$ cat config.mk
export PLATFORM = sky130hd
export DESIGN_NAME = fifo2axis
export DESIGN_NICKNAME = d
export VERILOG_FILES = /design/src/rtl/fifo2axis_pkg.sv /design/src/rtl/fifo2axis_video_timing_cnt.sv /design/src/rtl/fifo2axis.sv
export SDC_FILE = /design/constraint.sdc
export NUM_CORES = 1
export LEC_CHECK = 0
export CAP_MARGIN = 20
export CORE_ASPECT_RATIO = 1.25
export CORE_UTILIZATION = 50
export CTS_BUF_LIST = sky130_fd_sc_hd__clkbuf_4
export DETAILED_ROUTE_END_ITERATION = 6
export PLACE_DENSITY = 0.87
export SYNTH_ARGS = -nofsm -noshare
export SYNTH_HDL_FRONTEND = slang
export SYNTH_SLANG_ARGS = --single-unit
$ cat constraint.sdc
create_clock -name M_AXIS_ACLK -period 2.7 [get_ports M_AXIS_ACLK]
set_input_delay 0.27 -clock M_AXIS_ACLK [delete_from_list [all_inputs] [get_ports M_AXIS_ACLK]]
set_output_delay 0.27 -clock M_AXIS_ACLK [all_outputs]
set_load 0.03 [all_outputs]
$ cat src/rtl/fifo2axis_pkg.sv
// Constants and helpers shared by the FIFO-to-AXIS unpacker and its AXIS-to-FIFO packer.
// Defaults mirror the frame-buffer path configuration.
package fifo2axis_pkg;

    localparam int DEF_AXIS_DATA_WIDTH = 32;
    localparam int DEF_AXI4_DATA_WIDTH = 128;
    localparam int DEF_IMG_WIDTH       = 1920;
    localparam int DEF_IMG_HEIGHT      = 1080;

    localparam int RATIO = DEF_AXI4_DATA_WIDTH / DEF_AXIS_DATA_WIDTH;
    localparam int SEL_W = $clog2(RATIO);
    localparam int X_W   = $clog2(DEF_IMG_WIDTH);
    localparam int Y_W   = $clog2(DEF_IMG_HEIGHT);

    // Counter width that stays at least one bit for degenerate sizes.
    function automatic int cnt_w(input int n);
        return (n <= 2) ? 1 : $clog2(n);
    endfunction

    function automatic bit width_ok(input int wide, input int narrow);
        int r;
        if (narrow <= 0 || (narrow % 8) != 0 || (wide % narrow) != 0) return 1'b0;
        r = wide / narrow;
        return (r >= 2) && ((r & (r - 1)) == 0);
    endfunction

endpackage

$ cat src/rtl/fifo2axis_video_timing_cnt.sv
// Pixel/line counters for an AXI4-Stream video interface: TLAST, start-of-frame USER
// and a frame_done pulse, advanced once per accepted beat.
module video_timing_cnt
    import fifo2axis_pkg::*;
#(
    parameter int IMG_WIDTH  = DEF_IMG_WIDTH,
    parameter int IMG_HEIGHT = DEF_IMG_HEIGHT
) (
    input  logic clk,
    input  logic rst,
    input  logic vld,
    input  logic beat,
    output logic tlast,
    output logic tuser,
    output logic frame_done
);

    localparam int XW = cnt_w(IMG_WIDTH);
    localparam int YW = cnt_w(IMG_HEIGHT);

    logic [XW-1:0] x_q, x_d;
    logic [YW-1:0] y_q, y_d;
    logic          frame_done_q, frame_done_d;
    logic          x_last, y_last;

    assign x_last = (x_q == XW'(IMG_WIDTH - 1));
    assign y_last = (y_q == YW'(IMG_HEIGHT - 1));

    always_comb begin
        x_d          = x_q;
        y_d          = y_q;
        frame_done_d = beat & x_last & y_last;
        if (beat) begin
            if (x_last) begin
                x_d = '0;
                y_d = y_last ? '0 : y_q + 1'b1;
            end else begin
                x_d = x_q + 1'b1;
            end
        end
    end

    always_ff @(posedge clk) begin
        if (rst) begin
            x_q          <= '0;
            y_q          <= '0;
            frame_done_q <= 1'b0;
        end else begin
            x_q          <= x_d;
            y_q          <= y_d;
            frame_done_q <= frame_done_d;
        end
    end

    assign tlast      = vld & x_last;
    assign tuser      = vld & (x_q == '0) & (y_q == '0);
    assign frame_done = frame_done_q;

endmodule

$ cat src/rtl/fifo2axis.sv
// Unpacks wide FWFT FIFO words into narrow AXI4-Stream video beats, MSB slice first,
// with line/frame sideband from the shared video timing counters.
module fifo2axis
    import fifo2axis_pkg::*;
#(
    parameter int FAW             = 8,
    parameter int AXIS_DATA_WIDTH = DEF_AXIS_DATA_WIDTH,
    parameter int AXI4_DATA_WIDTH = DEF_AXI4_DATA_WIDTH,
    parameter int IMG_WIDTH       = DEF_IMG_WIDTH,
    parameter int IMG_HEIGHT      = DEF_IMG_HEIGHT
) (
    input  logic                         M_AXIS_ACLK,
    input  logic                         M_AXIS_ARESET,
    input  logic                         frd_vld,
    input  logic [AXI4_DATA_WIDTH-1:0]   frd_dat,
    input  logic                         frd_empty,
    input  logic [FAW:0]                 frd_cnt,
    output logic                         frd_rdy,
    output logic                         M_AXIS_TVALID,
    output logic [AXIS_DATA_WIDTH-1:0]   M_AXIS_TDATA,
    output logic [AXIS_DATA_WIDTH/8-1:0] M_AXIS_TSTRB,
    output logic                         M_AXIS_TLAST,
    output logic                         M_AXIS_USER,
    input  logic                         M_AXIS_TREADY,
    output logic                         frame_done
);

    localparam int R  = AXI4_DATA_WIDTH / AXIS_DATA_WIDTH;
    localparam int SW = cnt_w(R);

    if (!width_ok(AXI4_DATA_WIDTH, AXIS_DATA_WIDTH)) begin : g_bad_params
        $error("fifo2axis: AXI4_DATA_WIDTH/AXIS_DATA_WIDTH must be a power of two >= 2 and AXIS width a byte multiple");
    end

    logic [AXI4_DATA_WIDTH-1:0] word_buf_q, word_buf_d;
    logic                       word_vld_q, word_vld_d;
    logic [SW-1:0]              sel_q, sel_d;
    logic [R-1:0][AXIS_DATA_WIDTH-1:0] slices;
    logic beat, last_slice, pop;

    // Status inputs are reserved for a future start threshold.
    logic unused_status;
    assign unused_status = frd_empty ^ (^frd_cnt);

    assign slices     = word_buf_q;
    assign beat       = word_vld_q & M_AXIS_TREADY;
    assign last_slice = &sel_q;
    // Refilling on the last-slice beat keeps back-to-back words bubble-free; no pops in reset.
    assign frd_rdy    = !M_AXIS_ARESET & (!word_vld_q | (beat & last_slice));
    assign pop        = frd_rdy & frd_vld;

    always_comb begin
        word_buf_d = word_buf_q;
        word_vld_d = word_vld_q;
        sel_d      = sel_q;
        if (pop) begin
            word_buf_d = frd_dat;
            word_vld_d = 1'b1;
            sel_d      = '0;
        end else if (beat) begin
            if (last_slice) begin
                word_vld_d = 1'b0;
                sel_d      = '0;
            end else begin
                sel_d = sel_q + 1'b1;
            end
        end
    end

    always_ff @(posedge M_AXIS_ACLK) begin
        if (M_AXIS_ARESET) begin
            word_buf_q <= '0;
            word_vld_q <= 1'b0;
            sel_q      <= '0;
        end else begin
            word_buf_q <= word_buf_d;
            word_vld_q <= word_vld_d;
            sel_q      <= sel_d;
        end
    end

    video_timing_cnt #(
        .IMG_WIDTH (IMG_WIDTH),
        .IMG_HEIGHT(IMG_HEIGHT)
    ) u_timing (
        .clk       (M_AXIS_ACLK),
        .rst       (M_AXIS_ARESET),
        .vld       (word_vld_q),
        .beat      (beat),
        .tlast     (M_AXIS_TLAST),
        .tuser     (M_AXIS_USER),
        .frame_done(frame_done)
    );

    // Slice 0 is the most significant lane, so index from the top.
    assign M_AXIS_TVALID = word_vld_q;
    assign M_AXIS_TDATA  = slices[~sel_q];
    assign M_AXIS_TSTRB  = '1;

endmodule

# --- Yosys cells after proc, flatten, opt, wreduce, memory -nomap -nowiden ---
# Cells that the tools add are included.
word_totals:
  reg_bits: 154
  inputBits: 142
  out_inout_bits: 41
  word_cells: 41
op_classes:
  addsub: 3
  n_lt_le_gt_ge: 1
  n_eq_ne: 2
  muxes: 8
  bitwise: 11
  n_reduce_logical: 10
op_table:
  columns: ["operator", "n"]
  rows:
  - ["32-bit binary-select mux with 2-bit select", 1]
  - ["32-bit 2-to-1 mux", 1]
  - ["11-bit by 1-bit adder with 11-bit output (second input constant)", 2]
  - ["11-bit == test (second input constant)", 2]
  - ["11-bit logical NOT", 2]
  - ["11-bit 2-to-1 mux", 2]
  - ["1-bit bitwise AND", 9]
  - ["2-bit AND reduction", 3]
  - ["2-bit nonzero test", 2]
  - ["2-bit by 3-bit less-than comparator with 1-bit output (second input constant)", 1]
  - ["1-bit 2-to-1 mux", 3]
  - ["2-bit by 1-bit adder with 2-bit output (second input constant)", 1]
  - ["1-bit logical NOT", 2]
  - ["2-bit 2-to-1 mux", 1]
  - ["2-bit NOT", 1]
  - ["2-bit OR reduction", 1]
  - ["1-bit bitwise OR", 1]

# --- Logic depth before layout (Yosys ltp) ---
# Gate-level depths: netlist of run 1.
logic_depth:
  word_depth: 7
  depth_mapped: 8
  depth_no_buf: 6

# --- By module ---
# A second synthesis of run 1 with hierarchy kept.
hier_totals:
  hier_cells: 620
  area_unflattened_um2: 7158.1
by_module_without_submodules:
  columns: ["module", "instances", "cells_per_inst", "area_each_um2", "seq_area_each_um2"]
  rows:
  - ["fifo2axis", 1, 473, 5947.0, 2622.5]
  - ["video_timing_cnt", 1, 147, 1211.2, 460.4]

# --- Worst setup path before layout of run 1 ---
# Ideal clock, no wire load.
synth_timing:
  path_type: "register -> output"
  from: "register word_vld_q, in the netlist M_AXIS_TVALID"
  to: "output port M_AXIS_USER"
  arrival_ps: 1977
  required_ps: 2430
  slack_ps: 453
  stages_incl_launch_ff: 4
  n_path_buf: 0
  cell_sequence: "dfxtp_1 nor4b_1 nand4_1 nor4b_1"
synth_between:
  elab_chain_len: 2
synth_lines:
  columns: ["item", "line_no", "rtl"]
  rows:
  - ["from (decl)", "fifo2axis.sv:36", "logic word_vld_q, word_vld_d;"]
  - ["from (signal assigned)", "fifo2axis.sv:77", "word_vld_q <= word_vld_d;"]
  - ["1-bit bitwise AND (2 in a row)", "fifo2axis_video_timing_cnt.sv:56", "assign tuser = vld & (x_q == '0) & (y_q == '0);"]
  - ["to (decl)", "fifo2axis.sv:23", "output logic M_AXIS_USER,"]
# No other way between the ends.

# --- Worst setup path in the final report of run 1 ---
layout_timing:
  from: "register sel_q[1]"
  to: "output port M_AXIS_TDATA[13]"
layout_between:
  elab_chain_len: 3
layout_lines:
  columns: ["item", "line_no", "rtl"]
  rows:
  - ["from (decl)", "fifo2axis.sv:37", "logic [SW-1:0] sel_q, sel_d;"]
  - ["from (signal assigned)", "fifo2axis.sv:78", "sel_q <= sel_d;"]
  - ["2-bit NOT", "fifo2axis.sv:97", "assign M_AXIS_TDATA = slices[~sel_q];"]
  - ["32-bit binary-select mux with 2-bit select", "fifo2axis.sv:97", null]
  - ["32-bit 2-to-1 mux (implied by the code)", "fifo2axis.sv:97", null]
  - ["to (decl)", "fifo2axis.sv:20", "output logic [AXIS_DATA_WIDTH-1:0] M_AXIS_TDATA,"]
# No other way between the ends. The select of a mux whose other input is x is not followed.

==> results.md, run 1 <==
* Post-Route WL at 16.1 mm
* Crit start category: flip-flop
* Setup crit start: sel_q[1]
* Setup_tns at 0 ns
* Gr usage total at 23.6%
* Initial antenna violation count at 1
* CTS tree: built
* Worst skew pair latency at between 0.5 and 0.6 ns
* Total number of vias at 5,785
* Clk sink count at 154
* Max Freq at 386 MHz
* Initial DRC Count at 250
* Routed WL per cell at 14.8 um
* Worst slew margin at between 50% and 60%
* Drt pass-1 iters at 5
* DR DRC count at 0
* Die Ht at about 130 um
* Reg clk slew, reported paths at 0.12 ns
* Power, Total at between 0.004 and 0.005 W
* Fraction of layout cells with a size suffix above 1 at 8.71%
* Core Box Area at 13,300 um^2
* Htree depth at 4
* Die area at 14,300 um^2
* GP Congestion at ~0.86
* First-pass GRT wire length at 26.3 mm
* Max cap viols at 0
* Outcome: completed
* Power Dens Cells at 509 nW/um^2
* Most frequent cells in the layout: dfxtp_1 (152), nand2_1 (142), clkdlybuf4s50_1 (139)
* Hold path startpoint: M_AXIS_ARESET
* Worst-margin pin slew at 0.667 ns
* Post-Syn Instances at 766
* Min Tclk post-route at 2.59 ns
* Post-synth cell types at 45
* Yosys warns at 0
* Skew final at about 0.014 ns
* Setup violators final at 0
* Grt met3 use at around 6.8%
* Crit. End Element: output pin
* Cell Rows at 47
* Final Hold Viols at 0
* Pin count of the biggest net entering global routing at about 100
* Vias per cell at 5.31
* Synthesized area at 6900 um^2
* R2r startpoint: u_timing.x_q[0]
* Pins over their slew limit at 0
* CP max stage delay at 0.61 ns
* Unrepaired setup endpoints after global routing: no
* Max IR drop VDD at 0.000361 V
* Area grow syn2layout at 29.7%
* IO Count at 183
* Syn_area_per_cell at 9.01 um^2
* Post-route ant nets at 0
* Root buffer cell: clkbuf_4
* Critical setup path kind: flip-flop to output pin
* # fillers at ~1,000
* Register area share after synthesis at around 45%
* Crit path buf inv count at 2
* Post-Place Cells at between 1,000 and 1,500
* Die Wd at 107 um
* Buffers on Ports at 168
* Global Route met1 Usage at 29.6%
* Vias in the first global route at 5,554
* Worst path cell trace: buf_6, mux4_2, clkdlybuf4s50_1
* Crit-path max FO at 17
* Final Cycle Share at 96.0%
* CTS max path bufs at 2
* Hold Buf Count CTS at 0
* Num CTS Buffers at 17
* Final Non-Filler Cells at 1,090
* Top Family by Delay on Critical Path: buffers and inverters
* GRT busiest layer: met2
* Slowest CP cell: clkdlybuf4s50_1
* Worst Path Required at ~2.4 ns
* Congestion Overflow GR at 0
* Yosys reg bits at approximately 150
* Final #Nets at around 1,100
* Met2 Track Usage GR at 37.8%
* Commonest non-fill, non-tap cell in the layout: dfxtp_1
* Hold Crit Class: primary input to flip-flop
* CP arrival at 2.32 ns
* P_leak at 3.55 nW
* DP Wirelength at 11.0 mm
* Initial Util at 51.7%
==> per-stage QoR <==
stage,hold slack [ns],cell area [um^2],setup WS (ns),util [%]
6_report,0.190,8960,0.109,67.1
5_1_grt,0.208,8960,0.00450,67.1
4_1_cts,0.165,8880,-0.0763,66.5
2_1_floorplan,0.379,6920,0.453,-
3_5_place_dp,0.463,8610,0.440,64.5
3_3_place_gp,0.456,8610,0.441,64.5
==> cells in the mapped netlist, drive strengths merged <==
library cell | instances | area share (%)
a21boi | 1 | 0.11
a21o | 1 | 0.11
a21oi | 10 | 0.72
a2bb2oi | 1 | 0.13
a311oi | 4 | 0.51
a31oi | 2 | 0.18
a41oi | 1 | 0.13
and2 | 3 | 0.29
and3 | 8 | 0.74
buf | 24 | 2.1
clkbuf | 37 | 2.4
conb | 1 | 0.054
dfxtp | 154 | 45
ha | 5 | 0.91
inv | 8 | 0.43
mux2 | 1 | 0.16
mux2i | 1 | 0.14
mux4 | 32 | 10
nand2 | 142 | 7.7
nand2b | 129 | 12
nand3 | 11 | 0.80
nand4 | 5 | 0.67
nand4b | 2 | 0.47
nor2 | 9 | 0.49
nor3 | 14 | 1.0
nor3b | 2 | 0.22
nor4 | 6 | 0.63
nor4b | 2 | 0.25
nor4bb | 1 | 0.14
o21ai | 132 | 9.6
o31a | 1 | 0.13
o32ai | 2 | 0.25
or3 | 3 | 0.27
or4 | 1 | 0.16
or4b | 1 | 0.14
xnor2 | 5 | 0.63
xor2 | 4 | 0.51
==> cell type report <==
| cell class | instances | area [um^2] | share of cell area, % |
|---|---|---|---|
| multi-input combinational | 546 | 3500 | 39.1 |
| sequential | 154 | 3090 | 34.4 |
| timing repair buffer | 179 | 1850 | 20.7 |
| tap | 171 | 214 | 2.39 |
| clock buffer | 18 | 135 | 1.51 |
| clock inverter | 13 | 134 | 1.49 |
| inverter | 8 | 30.0 | 0.335 |
| antenna | 1 | 2.50 | 0.0279 |
==> power breakdown <==
part	total, W	switching [W]	internal, W
registers	0.00248	0.0000743	0.00241
logic	0.000696	0.000312	0.000384
clock network	0.00138	0.000760	0.000622
==> cell families (layout without fill, tap and decap cells) <==
logic type / count (synthesis) / after routing / share of synthesized area [%]
adder cells (fa/ha/maj): 5 / 5 / 0.906
other: 1 / 5 / 0.0543
buffers and inverters: 69 / 218 / 4.95
AO/OA/AOI/OAI: 155 / 155 / 11.8
flip-flops: 154 / 154 / 44.7
XOR/XNOR: 9 / 9 / 1.14
AND/OR/NAND/NOR: 339 / 339 / 25.7
multiplexers: 34 / 34 / 10.7
==> final timing paths <==
path	endpoint	cells past startpoint	slack, ns
max	M_AXIS_TDATA[13]	3	0.11
min	M_AXIS_TVALID	2	0.19
max reg2reg	u_timing.y_q[8]	5	0.44
min reg2reg	slices[108]	2	0.48
==> metal layers <==
metal	wire (um)	part of all wire, %
met1	6820	42
met3	923	5.7
met4	418	2.6
met2	7930	49
met5	0	0
==> sequential cells by signal, indices dropped and copies added, names as in the netlist <==
signal and flops:
u_timing.x_q 11, u_timing.y_q 11, slices 128, u_timing.frame_done 1, sel_q 2, M_AXIS_TVALID 1
==> what timing repair did <==
action	CTS	global route
setup buffers	0	0
setup endpoints to repair	34	35
resized for setup	2	33
No activity file was read; power rests on OpenSTA's default activity.
==> run 2, diff against run 1 <==
--- a/config.mk
+++ b/config.mk
@@ -10,6 +10,7 @@
 export CORE_UTILIZATION = 50
 export CTS_BUF_LIST = sky130_fd_sc_hd__clkbuf_4
 export DETAILED_ROUTE_END_ITERATION = 6
+export GPL_TIMING_DRIVEN = 0
 export PLACE_DENSITY = 0.87
 export SYNTH_ARGS = -nofsm -noshare
 export SYNTH_HDL_FRONTEND = slang
==> run 2 against run 1 <==
Effect of this change: via count increased by 7.6%; clock power increased by 7%; highest routed layer unchanged; worst setup slack improved by 0.0085 ns; final area increased by 1.6%; non-clock buffer count increased by 49; power increased by 3.2%; combinational power increased by 7.0%; critical endpoint is now M_AXIS_TDATA[31]; clock-buffer cell count increased by 1; die area unchanged; critical path type unchanged.
==> results.md, run 2 (synthesis gave the netlist of run 1 again) <==
* Most frequent cells in the layout: dfxtp_1 (154), nand2_1 (142), clkdlybuf4s50_1 (136)
* Power Dens Cells at 517 nW/um^2 (+1.5%)
* Buffers on Ports at 168 (unchanged)
* Hold Buf Count CTS at 0 (unchanged)
* Fraction of layout cells with a size suffix above 1 at 10.5% (+1.8 points)
* Vias in the first global route at 6,321 (+14%)
* Post-route ant nets at 0 (unchanged)
* Setup_tns at 0 ns (unchanged)
* Skew final at 0.0158 ns (+0.00200 ns)
* Worst-margin pin slew at 0.779 ns (+0.112 ns)
* Die area at 14,300 um^2 (unchanged)
* R2r startpoint: sel_q[0]
* Initial DRC Count at 415 (+66%)
* Final Cycle Share at 95.6% (-0.32 points)
* Hold path startpoint: frd_dat[17]
* Worst reg-to-reg setup slack at 0.35 ns (-0.09 ns)
* Cell Rows at 47 (unchanged)
* Drt pass-1 iters at 5 (unchanged)
* Initial Util at 51.7% (unchanged)
* Gr usage total at 28.8% (+5.2 points)
* Crit-path max FO at 6 (-11)
* Die Ht at 133 um (unchanged)
* CP arrival at 2.31 ns (about the same)
* Hold Crit Class: primary input to flip-flop
* Initial antenna violation count at 1 (unchanged)
* DR DRC count at 0 (unchanged)
* Post-Route WL at 19.8 mm (+23%)
* Htree depth at 4 (unchanged)
* Final #Nets at 1,102 (+4.7%)
* GP Congestion at 0.895 (+4.4%)
* Worst slew margin at 47.6% (-7.9 points)
* Final core occ at 68.2% (+1.1 points)
* Core Box Area at 13,300 um^2 (unchanged)
* Final WS setup at 0.118 ns (+0.00852 ns)
* Congestion Overflow GR at 0 (unchanged)
* Max IR drop VDD at 0.000386 V (+7.0%)
* Vias per cell at 5.46 (+2.9%)
* Max cap viols at 0 (unchanged)
* Pin count of the biggest net entering global routing at 17 (-83%)
* Reg clk slew, reported paths at 0.14 ns (+0.02 ns)
* Worst Path Required at 2.43 ns (about the same)
* IO Count at 183 (unchanged)
* Total number of vias at 6,224 (+7.6%)
* WHS Path Cells at 3 (+1)
* Outcome: completed
* Commonest non-fill, non-tap cell in the layout: dfxtp_1
* Final Hold Viols at 0 (unchanged)
* Routed WL per cell at 17.4 um (+18%)
* P_leak at 3.40 nW (-4.3%)
* Max Freq at 387 MHz (+0.33%)
* Root buffer cell: clkbuf_4
* Die Wd at 107 um (unchanged)
* Final hold slack at 0.226 ns (+0.0366 ns)
* CTS tree: built
* First-pass GRT wire length at 31.2 mm (+19%)
* Critical setup path kind: flip-flop to output pin
* Max reg flops at 128 (unchanged)
* Final instance area at 9100 um^2 (+1.6%)
* Setup violators final at 0 (unchanged)
* DP Wirelength at 14.4 mm (+31%)
* Worst skew pair latency at 0.58 ns (+0.03 ns)
* Clk sink count at 154 (unchanged)
* Postcts setup bufs at 0 (unchanged)
* Pins over their slew limit at 0 (unchanged)
* Worst R2R Path Depth at 8 (+3)
* Hold Path End: slices[17]
* Dpl ws at -0.238 ns (-0.678 ns)
* Num CTS Buffers at 17 (unchanged)
* Min Tclk post-route at 2.58 ns (-0.00852 ns)
* Worst R2R End: slices[75]
* DP Area at 8810 um^2 (+2.3%)
* Crit start category: flip-flop
* Area grow syn2layout at 31.9%
* # fillers at 1,059 (+1.9%)
* Crit. End Element: output pin
* CTS max path bufs at 2 (unchanged)
* Unrepaired setup endpoints after global routing: no
run 2: cell count changes in the layout (fill, tap and decap cells not counted), sizes merged:
cell,change
clkbuf,+36
dlygate4sd2,+30
dlymetal6s2s,-26
buf,+12
clkinv,-4
clkdlybuf4s50,-3
clkinvlp,+3
dlygate4sd1,+1
inv,+1
run 2: worst max-delay path by stage:
stage               startpoint                to  slack, ns  cells after the start
2_1_floorplan    M_AXIS_TVALID       M_AXIS_USER       0.45                      3
3_3_place_gp     M_AXIS_TREADY        slices[75]      -0.13                      8
3_5_place_dp     M_AXIS_TREADY        slices[75]      -0.24                      8
4_1_cts               sel_q[1]   M_AXIS_TDATA[2]      -0.03                      4
5_1_grt        u_timing.x_q[0]       M_AXIS_USER       0.01                      7
6_report              sel_q[1]  M_AXIS_TDATA[31]       0.12                      3
run 2: power breakdown:
group          switching, W  internal, W
clock network      0.000827     0.000653
registers         0.0000741      0.00241
logic              0.000364     0.000380
total               0.00127      0.00344
run 2: area by class of cell:
cell class                 count  area (um^2)  share of cell area, %
inverter                       8         30.0                  0.330
clock inverter                13          151                   1.66
timing repair buffer         168         1640                   18.0
multi-input combinational    546         3500                   38.5
clock buffer                  19          143                   1.57
tap                          171          214                   2.35
buffer                        60          338                   3.71
sequential                   154         3080                   33.9
antenna                        1         2.50                 0.0275
run 2: stage by stage:
stage                     cells  total power (W)
after CTS                  1140          0.00472
after global placement     1108          0.00328
after floorplan             769          0.00289
after detailed placement   1108          0.00329
final                      1140          0.00471
after global routing       1140          0.00487
run 2: repair_timing:
action / in CTS / in global routing
gates resized for setup: 42 / 8
pin swaps: 0 / 0
endpoints found under the setup margin: 34 / 126
run 2: critical path: stages (launching register included):
cell and delay (ns):
dfxtp_1 0.36, clkbuf_4 0.23, mux4_2 0.55, clkdlybuf4s50_1 0.61
run 2: per-layer routing:
metal  global-route usage [%]  routed length, um  up-vias
met3                     6.70               1160       70
met5                        0                  0        -
li1                         -                  -     2989
met2                     48.1               9770      254
met1                     32.7               7920     2911
met4                     18.9                995        0
==> run 3, diff against run 2 <==
--- a/config.mk
+++ b/config.mk
@@ -12,6 +12,7 @@
 export DETAILED_ROUTE_END_ITERATION = 6
 export GPL_TIMING_DRIVEN = 0
 export PLACE_DENSITY = 0.87
+export SLEW_MARGIN = 20
 export SYNTH_ARGS = -nofsm -noshare
 export SYNTH_HDL_FRONTEND = slang
 export SYNTH_SLANG_ARGS = --single-unit
==> results of run 3 <==
Same layout as run 2: the final DEF is identical, and so are final timing and power.
